### config.mk
export PLATFORM = sky130hd
export DESIGN_NAME = cam_capture_scaler
export DESIGN_NICKNAME = d
export VERILOG_FILES = /design/src/rtl/cam_pkg.sv /design/src/rtl/cam_sync_edge.sv /design/src/rtl/cam_capture_scaler.sv
export SDC_FILE = /design/constraint.sdc
export NUM_CORES = 1
export LEC_CHECK = 0
export BUFFER_PORTS_ARGS = -buffer_cell sky130_fd_sc_hd__buf_2
export CAP_MARGIN = 20
export CORE_MARGIN = 5
export CORE_UTILIZATION = 57
export CTS_CLUSTER_SIZE = 25
export DETAILED_ROUTE_END_ITERATION = 6
export PLACE_DENSITY = 0.87
export SETUP_SLACK_MARGIN = 0.2
export SKIP_LAST_GASP = 1
export SLEW_MARGIN = 25
export SYNTH_ARGS = -nofsm -noshare
export SYNTH_HDL_FRONTEND = slang
export SYNTH_SLANG_ARGS = --single-unit
### constraint.sdc
create_clock -name clk -period 2.15 [get_ports clk]
set_input_delay 0.43 -clock clk [delete_from_list [all_inputs] [get_ports clk]]
set_output_delay 0.43 -clock clk [all_outputs]
set_load 0.01 [all_outputs]
### src/rtl/cam_pkg.sv
// Shared definitions for the camera capture path, the frame buffer and the display.
// Contents:
//   cam_state_e    capture FSM state encoding
//   Rgb565*        bit positions of the colour fields in a {byte0, byte1} RGB565 word
//   cam_clog2      ceil(log2(value)), usable in localparam expressions
package cam_pkg;

  typedef enum logic [1:0] {
    StWaitVs,     // waiting for vsync to go high
    StWaitStart,  // vsync high, waiting for its falling edge
    StActive      // capturing a frame
  } cam_state_e;

  localparam int unsigned Rgb565RedMsb   = 15;
  localparam int unsigned Rgb565RedLsb   = 11;
  localparam int unsigned Rgb565GreenMsb = 10;
  localparam int unsigned Rgb565GreenLsb = 5;
  localparam int unsigned Rgb565BlueMsb  = 4;
  localparam int unsigned Rgb565BlueLsb  = 0;

  function automatic int unsigned cam_clog2(input int unsigned value);
    int unsigned result;
    result = 0;
    for (int i = 0; i < 31; i++) begin
      if ((32'd1 << i) < value) begin
        result = unsigned'(i) + 1;
      end
    end
    return result;
  endfunction

endpackage

### src/rtl/cam_sync_edge.sv
// Two-flop synchroniser for one asynchronous bit, plus rising/falling edge detection on the
// synchronised value through one further flop.
// Ports:
//   clk_i   system clock
//   rst_ni  asynchronous active-low reset; all flops clear to 0
//   din_i   asynchronous input
//   level_o synchronised level
//   rise_o  one-cycle pulse on a synchronised 0->1 transition
//   fall_o  one-cycle pulse on a synchronised 1->0 transition
module cam_sync_edge (
  input  logic clk_i,
  input  logic rst_ni,
  input  logic din_i,
  output logic level_o,
  output logic rise_o,
  output logic fall_o
);

  logic meta_q, sync_q, prev_q;

  always_ff @(posedge clk_i or negedge rst_ni) begin
    if (!rst_ni) begin
      meta_q <= 1'b0;
      sync_q <= 1'b0;
      prev_q <= 1'b0;
    end else begin
      meta_q <= din_i;
      sync_q <= meta_q;
      prev_q <= sync_q;
    end
  end

  assign level_o = sync_q;
  assign rise_o  = sync_q & ~prev_q;
  assign fall_o  = ~sync_q & prev_q;

endmodule

### src/rtl/cam_capture_scaler.sv
// Camera capture front end: synchronises a parallel camera bus (pclk/vsync/href/data) into
// the clk domain, assembles two-byte pixels, decimates by 2**C_DS_LOG2 in both axes, reduces
// colour depth and emits frame-buffer writes.
// Ports:
//   clk, rst_n               system clock, asynchronous active-low reset
//   pclk, vsync, href, data  raw camera bus, asynchronous to clk
//   rgbmode                  1: RGB565 input, 0: YUV422 input stored as grey
//   swap_r_b                 exchange red and blue output fields
//   freeze_req               stop writing; sampled at each vsync rising edge
//   addr, dout, we           frame-buffer write port
//   frame_done, frame_cnt    complete-frame pulse and 8-bit wrapping count
//   frozen, overflow         freeze status, sticky frame-buffer overflow flag
module cam_capture_scaler
  import cam_pkg::*;
#(
  parameter int unsigned C_IN_COLS  = 640,
  parameter int unsigned C_IN_ROWS  = 480,
  parameter int unsigned C_DS_LOG2  = 2,
  parameter int unsigned C_NB_RED   = 4,
  parameter int unsigned C_NB_GREEN = 4,
  parameter int unsigned C_NB_BLUE  = 4,
  parameter int unsigned C_NB_ADDR  = 15
) (
  input  logic                                     clk,
  input  logic                                     rst_n,
  input  logic                                     pclk,
  input  logic                                     vsync,
  input  logic                                     href,
  input  logic [7:0]                               data,
  input  logic                                     rgbmode,
  input  logic                                     swap_r_b,
  input  logic                                     freeze_req,
  output logic [C_NB_ADDR-1:0]                     addr,
  output logic [C_NB_RED+C_NB_GREEN+C_NB_BLUE-1:0] dout,
  output logic                                     we,
  output logic                                     frame_done,
  output logic                                     frozen,
  output logic [7:0]                               frame_cnt,
  output logic                                     overflow
);

  localparam int unsigned OutCols = C_IN_COLS >> C_DS_LOG2;
  localparam int unsigned OutRows = C_IN_ROWS >> C_DS_LOG2;
  localparam int unsigned OutPxls = OutCols * OutRows;
  localparam int unsigned ColW    = cam_clog2(C_IN_COLS) + 1;
  localparam int unsigned RowW    = cam_clog2(C_IN_ROWS) + 1;
  localparam int unsigned PixW    = C_NB_RED + C_NB_GREEN + C_NB_BLUE;

  localparam logic [ColW-1:0]      ColMask  = ColW'((32'd1 << C_DS_LOG2) - 32'd1);
  localparam logic [RowW-1:0]      RowMask  = RowW'((32'd1 << C_DS_LOG2) - 32'd1);
  localparam logic [C_NB_ADDR:0]   OutPxlsW = (C_NB_ADDR + 1)'(OutPxls);

  // Keep the top n bits of a left-aligned 8-bit field, zeroing the rest.
  function automatic logic [7:0] msb_keep(input logic [7:0] v, input int unsigned n);
    return v & ~(8'hFF >> n);
  endfunction

  // Input synchronisers
  logic pclk_level, pclk_rise, pclk_fall;
  logic href_level, href_rise, href_fall;
  logic vsync_level, vsync_rise, vsync_fall;
  logic [7:0] data_meta_q, data_sync_q;

  cam_sync_edge u_sync_pclk (
    .clk_i   (clk),
    .rst_ni  (rst_n),
    .din_i   (pclk),
    .level_o (pclk_level),
    .rise_o  (pclk_rise),
    .fall_o  (pclk_fall)
  );

  cam_sync_edge u_sync_href (
    .clk_i   (clk),
    .rst_ni  (rst_n),
    .din_i   (href),
    .level_o (href_level),
    .rise_o  (href_rise),
    .fall_o  (href_fall)
  );

  cam_sync_edge u_sync_vsync (
    .clk_i   (clk),
    .rst_ni  (rst_n),
    .din_i   (vsync),
    .level_o (vsync_level),
    .rise_o  (vsync_rise),
    .fall_o  (vsync_fall)
  );

  logic unused_edges;
  assign unused_edges = pclk_level ^ pclk_fall ^ href_rise;

  always_ff @(posedge clk or negedge rst_n) begin
    if (!rst_n) begin
      data_meta_q <= '0;
      data_sync_q <= '0;
    end else begin
      data_meta_q <= data;
      data_sync_q <= data_meta_q;
    end
  end

  // Capture FSM
  cam_state_e state_q, state_d;
  logic       start_frame, end_frame, capture_en;

  always_ff @(posedge clk or negedge rst_n) begin
    if (!rst_n) begin
      state_q <= StWaitVs;
    end else begin
      state_q <= state_d;
    end
  end

  always_comb begin
    state_d = state_q;
    case (state_q)
      StWaitVs:    if (vsync_level) state_d = StWaitStart;
      StWaitStart: if (vsync_fall)  state_d = StActive;
      StActive:    if (vsync_rise)  state_d = StWaitStart;
      default:                      state_d = StWaitVs;
    endcase
  end

  // A vsync rise ends the frame and masks any coincident href/pclk activity.
  always_comb begin
    start_frame = 1'b0;
    end_frame   = 1'b0;
    capture_en  = 1'b0;
    case (state_q)
      StWaitStart: start_frame = vsync_fall;
      StActive: begin
        end_frame  = vsync_rise;
        capture_en = ~vsync_rise;
      end
      default: ;
    endcase
  end

  // Pixel assembly and decimation counters
  logic [ColW-1:0]      col_q;
  logic [RowW-1:0]      row_q;
  logic                 phase_q;
  logic [7:0]           byte0_q;
  logic                 byte_strobe, pixel_kept;
  logic [C_NB_ADDR-1:0] addr_q;
  logic                 we_q, frame_done_q, frozen_q, overflow_q;
  logic [7:0]           frame_cnt_q;
  logic [PixW-1:0]      dout_q;

  assign byte_strobe = capture_en & pclk_rise & href_level;
  assign pixel_kept  = ((col_q & ColMask) == '0) && ((row_q & RowMask) == '0);

  always_ff @(posedge clk or negedge rst_n) begin
    if (!rst_n) begin
      col_q   <= '0;
      row_q   <= '0;
      phase_q <= 1'b0;
      byte0_q <= '0;
    end else if (start_frame) begin
      col_q   <= '0;
      row_q   <= '0;
      phase_q <= 1'b0;
    end else if (capture_en && href_fall) begin
      row_q   <= row_q + RowW'(1);
      col_q   <= '0;
      phase_q <= 1'b0;
    end else if (byte_strobe) begin
      phase_q <= ~phase_q;
      if (!phase_q) begin
        byte0_q <= data_sync_q;
      end else begin
        col_q <= col_q + ColW'(1);
      end
    end
  end

  // Three pipeline stages ahead of the output register give the fixed write latency.
  logic            s1_valid_q, s2_valid_q, s3_valid_q;
  logic [15:0]     s1_pix_q;
  logic [7:0]      s2_r_q, s2_g_q, s2_b_q;
  logic [PixW-1:0] s3_pix_q;
  logic [7:0]      r_al, g_al, b_al, r_out_al, b_out_al;

  // Fields are kept MSB-aligned in 8 bits so truncation and zero-padding fall out naturally.
  always_comb begin
    if (rgbmode) begin
      r_al = {s1_pix_q[Rgb565RedMsb:Rgb565RedLsb], 3'b000};
      g_al = {s1_pix_q[Rgb565GreenMsb:Rgb565GreenLsb], 2'b00};
      b_al = {s1_pix_q[Rgb565BlueMsb:Rgb565BlueLsb], 3'b000};
    end else begin
      r_al = s1_pix_q[7:0];
      g_al = s1_pix_q[7:0];
      b_al = s1_pix_q[7:0];
    end
    r_out_al = swap_r_b ? s2_b_q : s2_r_q;
    b_out_al = swap_r_b ? s2_r_q : s2_b_q;
  end

  always_ff @(posedge clk or negedge rst_n) begin
    if (!rst_n) begin
      s1_valid_q <= 1'b0;
      s1_pix_q   <= '0;
      s2_valid_q <= 1'b0;
      s2_r_q     <= '0;
      s2_g_q     <= '0;
      s2_b_q     <= '0;
      s3_valid_q <= 1'b0;
      s3_pix_q   <= '0;
    end else begin
      s1_valid_q <= byte_strobe & phase_q & pixel_kept;
      if (byte_strobe && phase_q) begin
        s1_pix_q <= {byte0_q, data_sync_q};
      end
      s2_valid_q <= s1_valid_q;
      s2_r_q     <= msb_keep(r_al, C_NB_RED);
      s2_g_q     <= msb_keep(g_al, C_NB_GREEN);
      s2_b_q     <= msb_keep(b_al, C_NB_BLUE);
      s3_valid_q <= s2_valid_q;
      s3_pix_q   <= {r_out_al[7 -: C_NB_RED], s2_g_q[7 -: C_NB_GREEN], b_out_al[7 -: C_NB_BLUE]};
    end
  end

  // Write port, frame accounting and status
  logic addr_room, addr_full, frame_complete;

  assign addr_room      = {1'b0, addr_q} < OutPxlsW;
  assign addr_full      = {1'b0, addr_q} == OutPxlsW;
  assign frame_complete = end_frame & addr_full & ~frozen_q;

  always_ff @(posedge clk or negedge rst_n) begin
    if (!rst_n) begin
      addr_q       <= '0;
      we_q         <= 1'b0;
      dout_q       <= '0;
      frame_done_q <= 1'b0;
      frame_cnt_q  <= '0;
      frozen_q     <= 1'b0;
      overflow_q   <= 1'b0;
    end else begin
      we_q         <= s3_valid_q & addr_room & ~frozen_q;
      frame_done_q <= frame_complete;
      if (s3_valid_q && addr_room && !frozen_q) begin
        dout_q <= s3_pix_q;
      end
      if (s3_valid_q && addr_full) begin
        overflow_q <= 1'b1;
      end
      if (start_frame) begin
        addr_q <= '0;
      end else if (we_q) begin
        addr_q <= addr_q + C_NB_ADDR'(1);
      end
      if (frame_complete) begin
        frame_cnt_q <= frame_cnt_q + 8'd1;
      end
      if (vsync_rise) begin
        frozen_q <= freeze_req;
      end
    end
  end

  assign addr       = addr_q;
  assign dout       = dout_q;
  assign we         = we_q;
  assign frame_done = frame_done_q;
  assign frame_cnt  = frame_cnt_q;
  assign frozen     = frozen_q;
  assign overflow   = overflow_q;

endmodule

==> flow_summary.yaml <==
power:
  powerDensity_nw_per_um2: 1020
  switchingPower_mw: 1.15
  power_mw: 5.72
  power_frac_comb_pct: 3.1
  p_leak_nw: 2.97
  p_int_mw: 4.57
  sw_frac_of_total_pct: 20.1
  vdd_drop_max_uv: 625
  clkPwrFrac_pct: 55.4
  seq_power_share_pct: 41.5
sta:
  setup_violations: 0
  fin_crit_sh_pct: 85.4
  rsz0062_at_grt: "no"
  fin_skew_ns: 0.00910
  fmax_mhz: 545
  hold_violations: 0
  max-slew-margin-rel_pct: 59.1
  worstMarginPinSlew_ns: 0.605
  timing.final.crit_period_ns: 1.84
  fin_ws_ns: 0.314
  fin_setup_tns_ns: 0
  drv_slew: 0
floorplan:
  std_cell_rows: 32
  initial_core_util_pct: 58.2
  core-area_um2: 7730
  fp.dieH_um: 98.8
  die_w_um: 98.8
  num_io_pins: 55
  die_area_um2: 9770
clock_network:
  clockBufferDepth: 2
  cts.sinks: 119
  cts_root_buf: "clkbuf_8"
  post_cts_buffers: 0
  cts_buffers: 17
  clk_pin_slew_ns: 0.06
  cts_tree: "built"
  clk_latency_ns: 0.52
  cts_max_level: 4
drt:
  drtPass1Iterations: 4
  vias_per_cell: 5.41
  drt-total-wl_um: 8550
  wl_met1_um: 3560
  wl_met3_um: 466
  top_layer_used: "met4"
  vias: 2779
  drc_errors: 0
  dr_wl_met2_um: 4350
  ant_nets: 0
  wl_per_cell_um: 16.6
  drt_iter0_drc: 179
synthesis:
  synth_top_area_share_pct: 66.2
  yosys.area.top_type: "dfrtp_1"
  synth_ff_type: "dfrtp_1"
  synth_commonest_cells: "dfrtp_1, nand2_1, nor2_1"
  synthDistinctLibCells: 43
  syn_nets: 347
  async_flop_share_pct: 100
  syn_area_um2: 4500
  synth-seq-area-share_pct: 66.2
  ys_ff_latch: 119
  avgSynthCellArea_um2: 13.8
  postSynthCellCount: 326
  synth.most_common_cell: "dfrtp_1"
  synth_edf_count: 0
  yosys_warnings: 0
  synthTopCellsByArea: "dfrtp_1, mux2_1, mux2_2, nand2_1, xnor2_1"
placement:
  place_ws_ns: 0.395
  placed_cells: 479
  gp_congestion: 0.813
  post-dp-hpwl_um: 4930
  port-buffer-count: 54
grt:
  overflow: 0
  grt_max_degree: 105
  grt_first_pass_wirelength_um: 14900
  antenna_found_initial: 0
  grt_pass1_vias: 3003
  grt_use_total_pct: 19.6
worst_setup_path:
  worstPathRequired_ns: 2.53
  end_kind: "flip-flop"
  crit_fanout: 7
  slowest_stage: "dfrtp_1"
  path_cells: "nor2b_4, nor4_4, nor2b_1, buf_4, mux2_1"
  slowest_delay_ns: 0.43
  path_class: "reg -> reg"
  worst_setup_path_start_kind: "flip-flop"
  critPathArrivalTime_ns: 2.22
final_layout:
  drive_above_1_share_pct: 31.1
  insertedDiodeCount: 0
  fin_cells: 514
  syn2layout_area_growth_pct: 24.8
  nets: 420
outcome:
  outcome: "complete, no violations"
job:
  maxCapViolations: 0
worst_hold_path:
  min_path_type: "in -> reg"
sequential cells by signal, indices dropped and copies added (netlist names), 2 cells and up:
name	flops
addr	15
byte0_q	7
col_q	2
data_meta_q	8
data_sync_q	8
dout	12
frame_cnt	8
row_q	2
s1_pix_q	14
s2_b_q	4
s2_g_q	4
s2_r_q	4
s3_pix_q	12
state_q	2
placed cells by master (no fill, tap or decap), drive strengths merged, types with 5 or more instances in the layout:
master,instances
nor2,19
nand4,7
bufinv,6
and3,6
ha,5
xnor2,14
inv,9
buf,61
xor2,5
nand3,8
mux2,42
clkbuf,20
dfrtp,119
nand2,34
nand2b,8
critical path: cells and delay by family, from the launching register on:
kind / cells / cell delay, ns
buffers and inverters: 1 / 0.18
flip-flops: 1 / 0.43
multiplexers: 1 / 0.36
AND/OR/NAND/NOR: 3 / 0.74
path summary, 6_finish.rpt:
kind / end / depth (start not counted) / slack [ns] / start
min in group asynchronous: data_meta_q[7]$_DFF_PN0_ / 2 / 0.31 / rst_n
max: byte0_q[5]$_DFFE_PN0P_ / 5 / 0.31 / u_sync_vsync.level_o$_DFF_PN0_
max in group asynchronous: u_sync_vsync.level_o$_DFF_PN0_ / 3 / 1.06 / rst_n
min: data_meta_q[0]$_DFF_PN0_ / 1 / 0.02 / data[0]
max reg2reg: byte0_q[5]$_DFFE_PN0P_ / 5 / 0.31 / u_sync_vsync.level_o$_DFF_PN0_
min reg2reg: u_sync_pclk.level_o$_DFF_PN0_ / 0 / 0.35 / u_sync_pclk.meta_q$_DFF_PN0_
per-stage QoR:
| stage | utilization [%] | instance area [um^2] | hold WS, ns |
|---|---|---|---|
| floorplan | - | 4500 | 0.134 |
| global placement | 63.6 | 4910 | 0.298 |
| detailed placement | 63.6 | 4910 | 0.301 |
| CTS | 72.3 | 5590 | 0.00102 |
| global route | 72.7 | 5620 | 0.000690 |
| finish | 72.7 | 5620 | 0.0205 |
cell type report:
class                   instances  area (um^2)
flip-flops and latches        119         2980
fillers                       467         2110
multi-input cells             188         1440
clock buffers                  20          445
repair buffers                 64          368
clock inverters                12          223
well taps                     102          128
inverters                       9         33.8
logic make-up (layout without fill, tap and decap cells):
family	after synthesis	in the layout	share of synthesized area, %
flip-flops	119	119	66.2
adder cells (fa/ha/maj)	5	5	1.39
buffers and inverters	19	105	2.06
multiplexers	45	45	11.8
XOR/XNOR	19	19	3.70
AO/OA/AOI/OAI	14	14	1.89
AND/OR/NAND/NOR	105	105	12.9
per-layer routing:
layer	up-vias	track usage, %
met5	-	0
met4	0	9.66
met3	20	5.59
met2	98	32.4
met1	1400	23.6
li1	1261	-
power groups by stage:
stage | registers (mW) | logic (mW) | clock network, mW
finish | 2.37 | 0.177 | 3.17
global placement | 2.40 | 0.162 | 0
detailed placement | 2.41 | 0.170 | 0
CTS | 2.37 | 0.179 | 3.19
global route | 2.38 | 0.203 | 3.30
floorplan | 2.39 | 0.0859 | 0
timing repair:
action                                 in CTS  in global routing
setup endpoints to repair                   0                  5
resized for setup                           0                  1
endpoints found under the hold margin      15                  2
hold buffers                                1                  2
No activity file was read; power rests on OpenSTA's default activity.
